<file path="src/rtl/sensor_scheduler.sv">
// Round-robin trigger/timeout scheduler for an HC-SR04 and a DHT11 sensor.
// Define SCHED_ERRCNT_EN to add saturating per-channel error counters.
module sensor_scheduler #(
   parameter int CLK_HZ         = 100_000_000,
   parameter int SR04_PERIOD_MS = 100,
   parameter int DHT_PERIOD_MS  = 2000,
   parameter int SR04_TMO_MS    = 50,
   parameter int DHT_TMO_MS     = 30
) (
   input  logic       clk,
   input  logic       rst,
   input  logic       enable,
   input  logic       btn_req,
   output logic       sr04_start,
   input  logic       sr04_done,
   input  logic [8:0] sr04_dist,
   output logic       dht_start,
   input  logic       dht_done,
   input  logic       dht_valid,
   input  logic [7:0] dht_hum,
   input  logic [7:0] dht_temp,
   output logic [8:0] dist_q,
   output logic [7:0] hum_q,
   output logic [7:0] temp_q,
   output logic       busy,
   output logic       err_sr04,
   output logic       err_dht,
`ifdef SCHED_ERRCNT_EN
   output logic [7:0] err_cnt_sr04,
   output logic [7:0] err_cnt_dht,
`endif
   output logic [2:0] state
);

   localparam int DIV = CLK_HZ / 1000;
   localparam int PW  = (DIV > 1) ? $clog2(DIV) : 1;

   typedef enum logic [2:0] {
      IDLE       = 3'd0,
      SR04_START = 3'd1,
      SR04_WAIT  = 3'd2,
      DHT_START  = 3'd3,
      DHT_WAIT   = 3'd4
   } state_t;

   state_t        cur, nxt;
   logic [PW-1:0] pre;
   logic          ms_tick;
   logic [15:0]   sr_ms, dht_ms, tmo, tmo_lim;
   logic          sr_hit, dht_hit, sr_pend, dht_pend, rr_dht;
   logic          tmo_end, sr_err_ev, dht_err_ev;

   assign ms_tick = (pre == PW'(DIV - 1));

   always_ff @(posedge clk) begin
      if (rst || ms_tick) pre <= '0;
      else                pre <= pre + 1'b1;
   end

   assign sr_hit  = enable && ms_tick && (sr_ms == 16'(SR04_PERIOD_MS - 1));
   assign dht_hit = enable && ms_tick && (dht_ms == 16'(DHT_PERIOD_MS - 1));

   always_ff @(posedge clk) begin
      if (rst || !enable) begin
         sr_ms  <= '0;
         dht_ms <= '0;
      end else if (ms_tick) begin
         sr_ms  <= sr_hit  ? '0 : sr_ms + 1'b1;
         dht_ms <= dht_hit ? '0 : dht_ms + 1'b1;
      end
   end

   // a new request in the START cycle re-arms the flag (set beats clear)
   always_ff @(posedge clk) begin
      if (rst) begin
         sr_pend  <= 1'b0;
         dht_pend <= 1'b0;
      end else begin
         sr_pend  <= sr_hit || btn_req || (sr_pend && cur != SR04_START);
         dht_pend <= dht_hit || btn_req || (dht_pend && cur != DHT_START);
      end
   end

   assign tmo_lim    = (cur == SR04_WAIT) ? 16'(SR04_TMO_MS - 1)
                                          : 16'(DHT_TMO_MS - 1);
   assign tmo_end    = ms_tick && (tmo == tmo_lim);
   assign sr_err_ev  = (cur == SR04_WAIT) && !sr04_done && tmo_end;
   assign dht_err_ev = (cur == DHT_WAIT) &&
                       (dht_done ? !dht_valid : tmo_end);

   always_ff @(posedge clk) begin
      if (rst) cur <= IDLE;
      else     cur <= nxt;
   end

   always_comb begin
      nxt = cur;
      unique case (cur)
         IDLE: begin
            if (sr_pend && !(dht_pend && rr_dht)) nxt = SR04_START;
            else if (dht_pend)                    nxt = DHT_START;
         end
         SR04_START: nxt = SR04_WAIT;
         SR04_WAIT:  if (sr04_done || tmo_end) nxt = IDLE;
         DHT_START:  nxt = DHT_WAIT;
         DHT_WAIT:   if (dht_done || tmo_end) nxt = IDLE;
         default:    nxt = IDLE;
      endcase
   end

   assign sr04_start = (cur == SR04_START);
   assign dht_start  = (cur == DHT_START);
   assign busy       = (cur != IDLE);
   assign state      = cur;

   always_ff @(posedge clk) begin
      if (rst) begin
         tmo      <= '0;
         rr_dht   <= 1'b0;
         dist_q   <= '0;
         hum_q    <= '0;
         temp_q   <= '0;
         err_sr04 <= 1'b0;
         err_dht  <= 1'b0;
      end else begin
         unique case (cur)
            SR04_START: begin
               tmo    <= '0;
               rr_dht <= 1'b1;
            end
            DHT_START: begin
               tmo    <= '0;
               rr_dht <= 1'b0;
            end
            SR04_WAIT: begin
               if (sr04_done) begin
                  dist_q   <= sr04_dist;
                  err_sr04 <= 1'b0;
               end
               if (sr_err_ev) err_sr04 <= 1'b1;
               if (ms_tick)   tmo <= tmo + 1'b1;
            end
            DHT_WAIT: begin
               if (dht_done && dht_valid) begin
                  hum_q   <= dht_hum;
                  temp_q  <= dht_temp;
                  err_dht <= 1'b0;
               end
               if (dht_err_ev) err_dht <= 1'b1;
               if (ms_tick)    tmo <= tmo + 1'b1;
            end
            default: ;
         endcase
      end
   end

`ifdef SCHED_ERRCNT_EN
   always_ff @(posedge clk) begin
      if (rst) begin
         err_cnt_sr04 <= '0;
         err_cnt_dht  <= '0;
      end else begin
         if (sr_err_ev && err_cnt_sr04 != 8'hFF)
            err_cnt_sr04 <= err_cnt_sr04 + 1'b1;
         if (dht_err_ev && err_cnt_dht != 8'hFF)
            err_cnt_dht <= err_cnt_dht + 1'b1;
      end
   end
`endif

endmodule
</file>
<file path="config.mk">
export PLATFORM = sky130hd
export DESIGN_NAME = sensor_scheduler
export DESIGN_NICKNAME = d
export VERILOG_FILES = /design/src/rtl/sensor_scheduler.sv
export SDC_FILE = /design/constraint.sdc
export NUM_CORES = 1
export LEC_CHECK = 0
export ABC_AREA = 0
export BUFFER_PORTS_ARGS = -buffer_cell sky130_fd_sc_hd__buf_2
export CAP_MARGIN = 25
export CORE_MARGIN = 2
export CORE_UTILIZATION = 50
export DETAILED_ROUTE_END_ITERATION = 8
export PLACE_DENSITY = 0.72
export SYNTH_ARGS = -nofsm -noshare
export SYNTH_HDL_FRONTEND = slang
export SYNTH_SLANG_ARGS = --single-unit
</file>
<file path="constraint.sdc">
create_clock -name clk -period 3.74 [get_ports clk]
set_input_delay 0.187 -clock clk [delete_from_list [all_inputs] [get_ports clk]]
set_output_delay 0.187 -clock clk [all_outputs]
set_load 0.02 [all_outputs]
</file>
=== Yosys cells after proc, flatten, opt, wreduce, memory -nomap -nowiden ===
Cells that the tools add are included.

* Word-level logic and storage cells: 85
* Output and inout bits: 33
* Input bits: 32
* Register bits after elaboration: 98

* Equality and inequality tests: 14
* Add/subtract/negate cells: 4
* Multiplexer cells: 16
* Reduce and logical (&&, ||, !) cells: 38

{| class="wikitable"
|+ Operators with widths
! cell !! number
|-
| $add 16x1->16 const B || 3
|-
| $mux 16 || 3
|-
| $pmux 16 s2 || 1
|-
| $add 17x1->17 const B || 1
|-
| $eq 17x17->1 const B || 1
|-
| $eq 16x11->1 const B || 1
|-
| $eq 16x6->1 || 1
|-
| $eq 16x7->1 const B || 1
|-
| $pmux 3 s5 || 1
|-
| $logic_and 1x1->1 || 12
|-
| $mux 3 || 4
|-
| $reduce_and 2->1 || 5
|-
| $logic_or 1x1->1 || 8
|-
| $reduce_bool 2->1 || 4
|-
| $eq 3x2->1 const B || 2
|-
| $mux 6 || 1
|-
| $ne 2x1->1 const B || 3
|-
| $mux 1 || 5
|-
| $logic_not 1->1 || 4
|-
| $reduce_or 2->1 || 2
|-
| $eq 3x1->1 const B || 1
|-
| $eq 3x3->1 const B || 1
|-
| $logic_not 3->1 || 1
|-
| $ne 3x1->1 const B || 1
|-
| 5 further kinds || 5
|}

=== Logic depth before layout (Yosys ltp) ===
* Depth after elaboration: 8
* Gate-level depth with buffers: 9
* Mapped depth without buffers: 7

=== Least setup slack after synthesis ===
Ideal clock, no wire load.

* Path type: reg2reg
* Start point: reg cur[1] (netlist: state[1])
* End point: reg tmo[15]
* Data required time: 3.670 ns
* Setup time: 0.070 ns
* Path buffers: 2
* Period minus slack after synthesis: 2.034 ns
* Path slack: 1.706 ns
* Cell stages (with the launch flop): 8
* Data arrival time: 1.963 ns
* Cell sequence: dfxtp_1 buf_2 or3_1 clkbuf_1 nand2_1 a2111o_1 or2_0 a21oi_1

* Cells in the longest elaborated chain, start to end: 4
* Elaborated cells between the ends (all ways): 10
* Classes of those cells: eq/ne (5); mux (1); reduce/logical (4)

{| class="wikitable"
|+ RTL lines
! element !! line !! RTL
|-
| start, declared || 46 || <nowiki>state_t cur, nxt;</nowiki>
|-
| start signal, assigned || 93 || <nowiki>else cur <= nxt;</nowiki>
|-
| $eq 3x2->1, or another cell as far along || 126 || <nowiki>unique case (cur)</nowiki>
|-
| $reduce_or 2->1 (no source line) || n/a ||
|-
| $ne 2x1->1 (no source line) / $reduce_bool 2->1 (equally long branches) || n/a ||
|-
| $reduce_and 2->1 (no source line) || n/a ||
|-
| end signal, assigned || 141 || <nowiki>if (ms_tick) tmo <= tmo + 1'b1;</nowiki>
|-
| end signal, assigned || 150 || <nowiki>if (ms_tick) tmo <= tmo + 1'b1;</nowiki>
|-
| end, declared || 49 || <nowiki>logic [15:0] sr_ms, dht_ms, tmo, tmo_lim;</nowiki>
|}

Several ways; a longest one is shown, not always the timed one.
A chain may end at the register's enable or synchronous reset.

=== Worst setup path in the final report ===
* Start point: reg pre[0]
* End point: reg dht_ms[13]

* Cells in the longest elaborated chain, start to end: 4

{| class="wikitable"
|+ RTL lines
! element !! line !! RTL
|-
| start, declared || 47 || <nowiki>logic [PW-1:0] pre;</nowiki>
|-
| start signal, assigned || 57 || <nowiki>else pre <= pre + 1'b1;</nowiki>
|-
| $eq 17x17->1 (*) || 53 || <nowiki>assign ms_tick = (pre == PW'(DIV - 1));</nowiki>
|-
| $logic_and 1x1->1 (2 in series) || 61 || <nowiki>assign dht_hit = enable && ms_tick && (dht_ms == 16'(DHT_PERIOD_MS - 1));</nowiki>
|-
| $mux 16 || 69 || <nowiki>dht_ms <= dht_hit ? '0 : dht_ms + 1'b1;</nowiki>
|-
| end signal, assigned || 69 ||
|-
| end, declared || 49 ||
|}

Mark *: on every way between the ends. The rest lies on a longest branch, timed or not.

==> flow_summary.yaml <==
run_status:
  status: "finished, final reports clean"
run:
  cap_violations: 0
cells_and_area:
  antennaDiodeCount: 0
  drive_gt1_share_pct: 15.9
  fillers: 806
  nets: 618
  final_common_cell: "dfxtp_1"
  area_growth_pct: 13.2
  final_cell_mix: "98 x dfxtp_1, 76 x nand2_1, 64 x nor2_1, 64 x buf_2, 43 x a21oi_1"
  regArea_mm2: 0.00196
  multi_input_area_mm2: 0.00230
sta:
  post-route-period-util_pct: 64.9
  fin_skew_ns: 0.0109
  slew_violations: 0
  fmax_mhz: 412
  hold_ws_ns: 0.0573
  setup_violations: 0
  tightest_slew_ns: 0.723
  slew_headroom_pct: 51.8
  setup-tns-final_ns: 0
  fin_crit_ns: 2.43
  hold_viol: 0
  rsz0062_at_grt: "no"
  worst_slack_ns: 1.31
pwr:
  power.leakage_nw: 1.76
  power_frac_comb_pct: 7.8
  power_switching_uw: 474
  switching_share_pct: 23.7
  ir_worst_vdd_mv: 0.242
  p_per_area_mw_per_mm2: 399
  clockPowerShare_pct: 38.2
  internal_power_mw: 1.52
  total_power_mw: 2.00
  power.share.sequential_pct: 54.0
clock_network:
  cts.repair.resized: 0
  numCtsBuffers: 9
  root_buffer: "clkbuf_8"
  clk_latency_ns: 0.36
  numClockSinks: 98
  ctsHoldBuffers: 0
  htree_levels: 3
  post-cts-setup-buffers: 0
  clock_path_buffers: 2
  clkTransAtPathRegs_ns: 0.09
  cts_tree: "yes"
drt:
  vias_per_cell: 5.46
  ant_nets: 0
  post-route-drc-count: 0
  vias: 3790
  drt_iter0_markers: 180
  drt-pass1-iter-count: 4
  drt_wl_total_um: 9250
  routedWlPerCell_um: 13.3
logic_synthesis:
  synth.top_cell.area_share_pct: 44.4
  syn_inst: 528
  synth.distinct_cells: 48
  synth_seq_cells: 98
  avgSynthCellArea_um2: 8.37
  synth_area_leader_cell: "dfxtp_1"
  synth_area_leaders: "dfxtp_1 44%, xnor2_1 6.9%, nand2_1 6.5%"
  ys_warn_count: 0
  synth_area_mm2: 0.00442
  synth_fp_nets: 565
  ys_seq_area_share_pct: 44.4
  synth-edff-count: 0
  synthArstFlopShare_pct: 0
  synth_ff_type: "dfxtp_1"
worst_hold_path:
  hold_path.class: "in -> reg"
critical_path:
  end_kind: "register"
  path_class: "reg -> reg"
  worstPathArrival_ns: 2.66
  start_kind: "register"
  critical_path.max_fanout: 27
  critPathRequiredTime_ns: 3.97
die:
  die_w_um: 98.0
  core_mm2: 0.00864
  die_area_mm2: 0.00961
  ios: 65
  rows: 34
  initial_core_util_pct: 51.2
  die_h_um: 98.0
placement:
  hpwl_um: 6390
  pre_cts_ws_ns: 1.35
  io_buffers: 64
  place.gp.congestion: 0.807
global_routing:
  gr-total-overflow: 0
  antenna_found_initial: 0
  grt_usage_pct: 19.7
  grt_pass1_wl_um: 16000
  grt_start_max_net_pins: 42
  grt_pass1_vias: 3597
kinds of logic after synthesis:
| family | count (synthesis) | synth area share (%) |
|---|---|---|
| xor gates and xnor gates | 50 | 9.91 |
| adders and majority gates | 5 | 1.42 |
| AOI/OAI and AO/OA | 74 | 10.1 |
| buffers and inverters | 35 | 3.45 |
| and+or+nand+nor | 266 | 30.7 |
| DFF | 98 | 44.4 |
sequential cells by signal (all words and copies together) (netlist names):
name and count:
pre 17, dht_ms 16, sr_ms 16, tmo 16, dist_q 9, hum_q 8, temp_q 8, state 3
dht_pend 1, err_dht 1, err_sr04 1, rr_dht 1, sr_pend 1
worst paths after layout:
check | startpoint | slack (ns) | to | cells after the start
hold / removal | dht_hum[2] | 0.06 | hum_q[2] | 3
setup reg to reg | pre[0] | 1.31 | dht_ms[13] | 7
setup / recovery | pre[0] | 1.31 | dht_ms[13] | 7
hold reg to reg | hum_q[2] | 0.46 | hum_q[2] | 2
worst max-delay path: stages, from the launching register on:
cell	delay, ns
dfxtp_1	0.38
ha_1	0.22
and4_1	0.35
nand4_2	0.11
buf_4	0.25
or3_1	0.48
nand2_1	0.40
nor2_1	0.12
synthesized netlist by cell type, types with 10 or more instances:
master    instances
xnor2_1          35
inv_1            12
nand4_1          14
and3_1           10
nor3_1           17
nand3_1          30
clkbuf_1         15
nand2_1          76
a21oi_1          43
xor2_1           15
a211oi_1         11
nor2_1           64
dfxtp_1          98
layer usage:
metal  share of wire [%]  track usage [%]
met5                   0                0
met4                 1.1             6.52
met3                 4.7             4.22
met2                  48             33.3
met1                  46             25.0
final cells by class:
class,instances,area share [%]
clock buffers,12,3.10
clock inverters,4,1.48
inverters,12,0.900
multi-input cells,395,46.1
flip-flops and latches,98,39.2
well taps,108,2.70
repair buffers,65,6.55
power by group through the flow:
stage                     Combinational (mW)  Clock, mW  Sequential, mW
after global routing                   0.173      0.813            1.08
after detailed placement               0.156          0            1.10
after floorplan                       0.0985          0            1.11
after CTS                              0.158      0.780            1.08
after global placement                 0.152          0            1.10
final                                  0.155      0.764            1.08
metrics by stage:
step	instances	cell area, um^2	util, %
floorplan	528	4420	-
global placement	678	4770	55.3
detailed placement	678	4770	55.3
CTS	694	5000	57.9
global route	694	5000	57.9
finish	694	5000	57.9
Note: power is estimated with default switching activity, not from simulation.
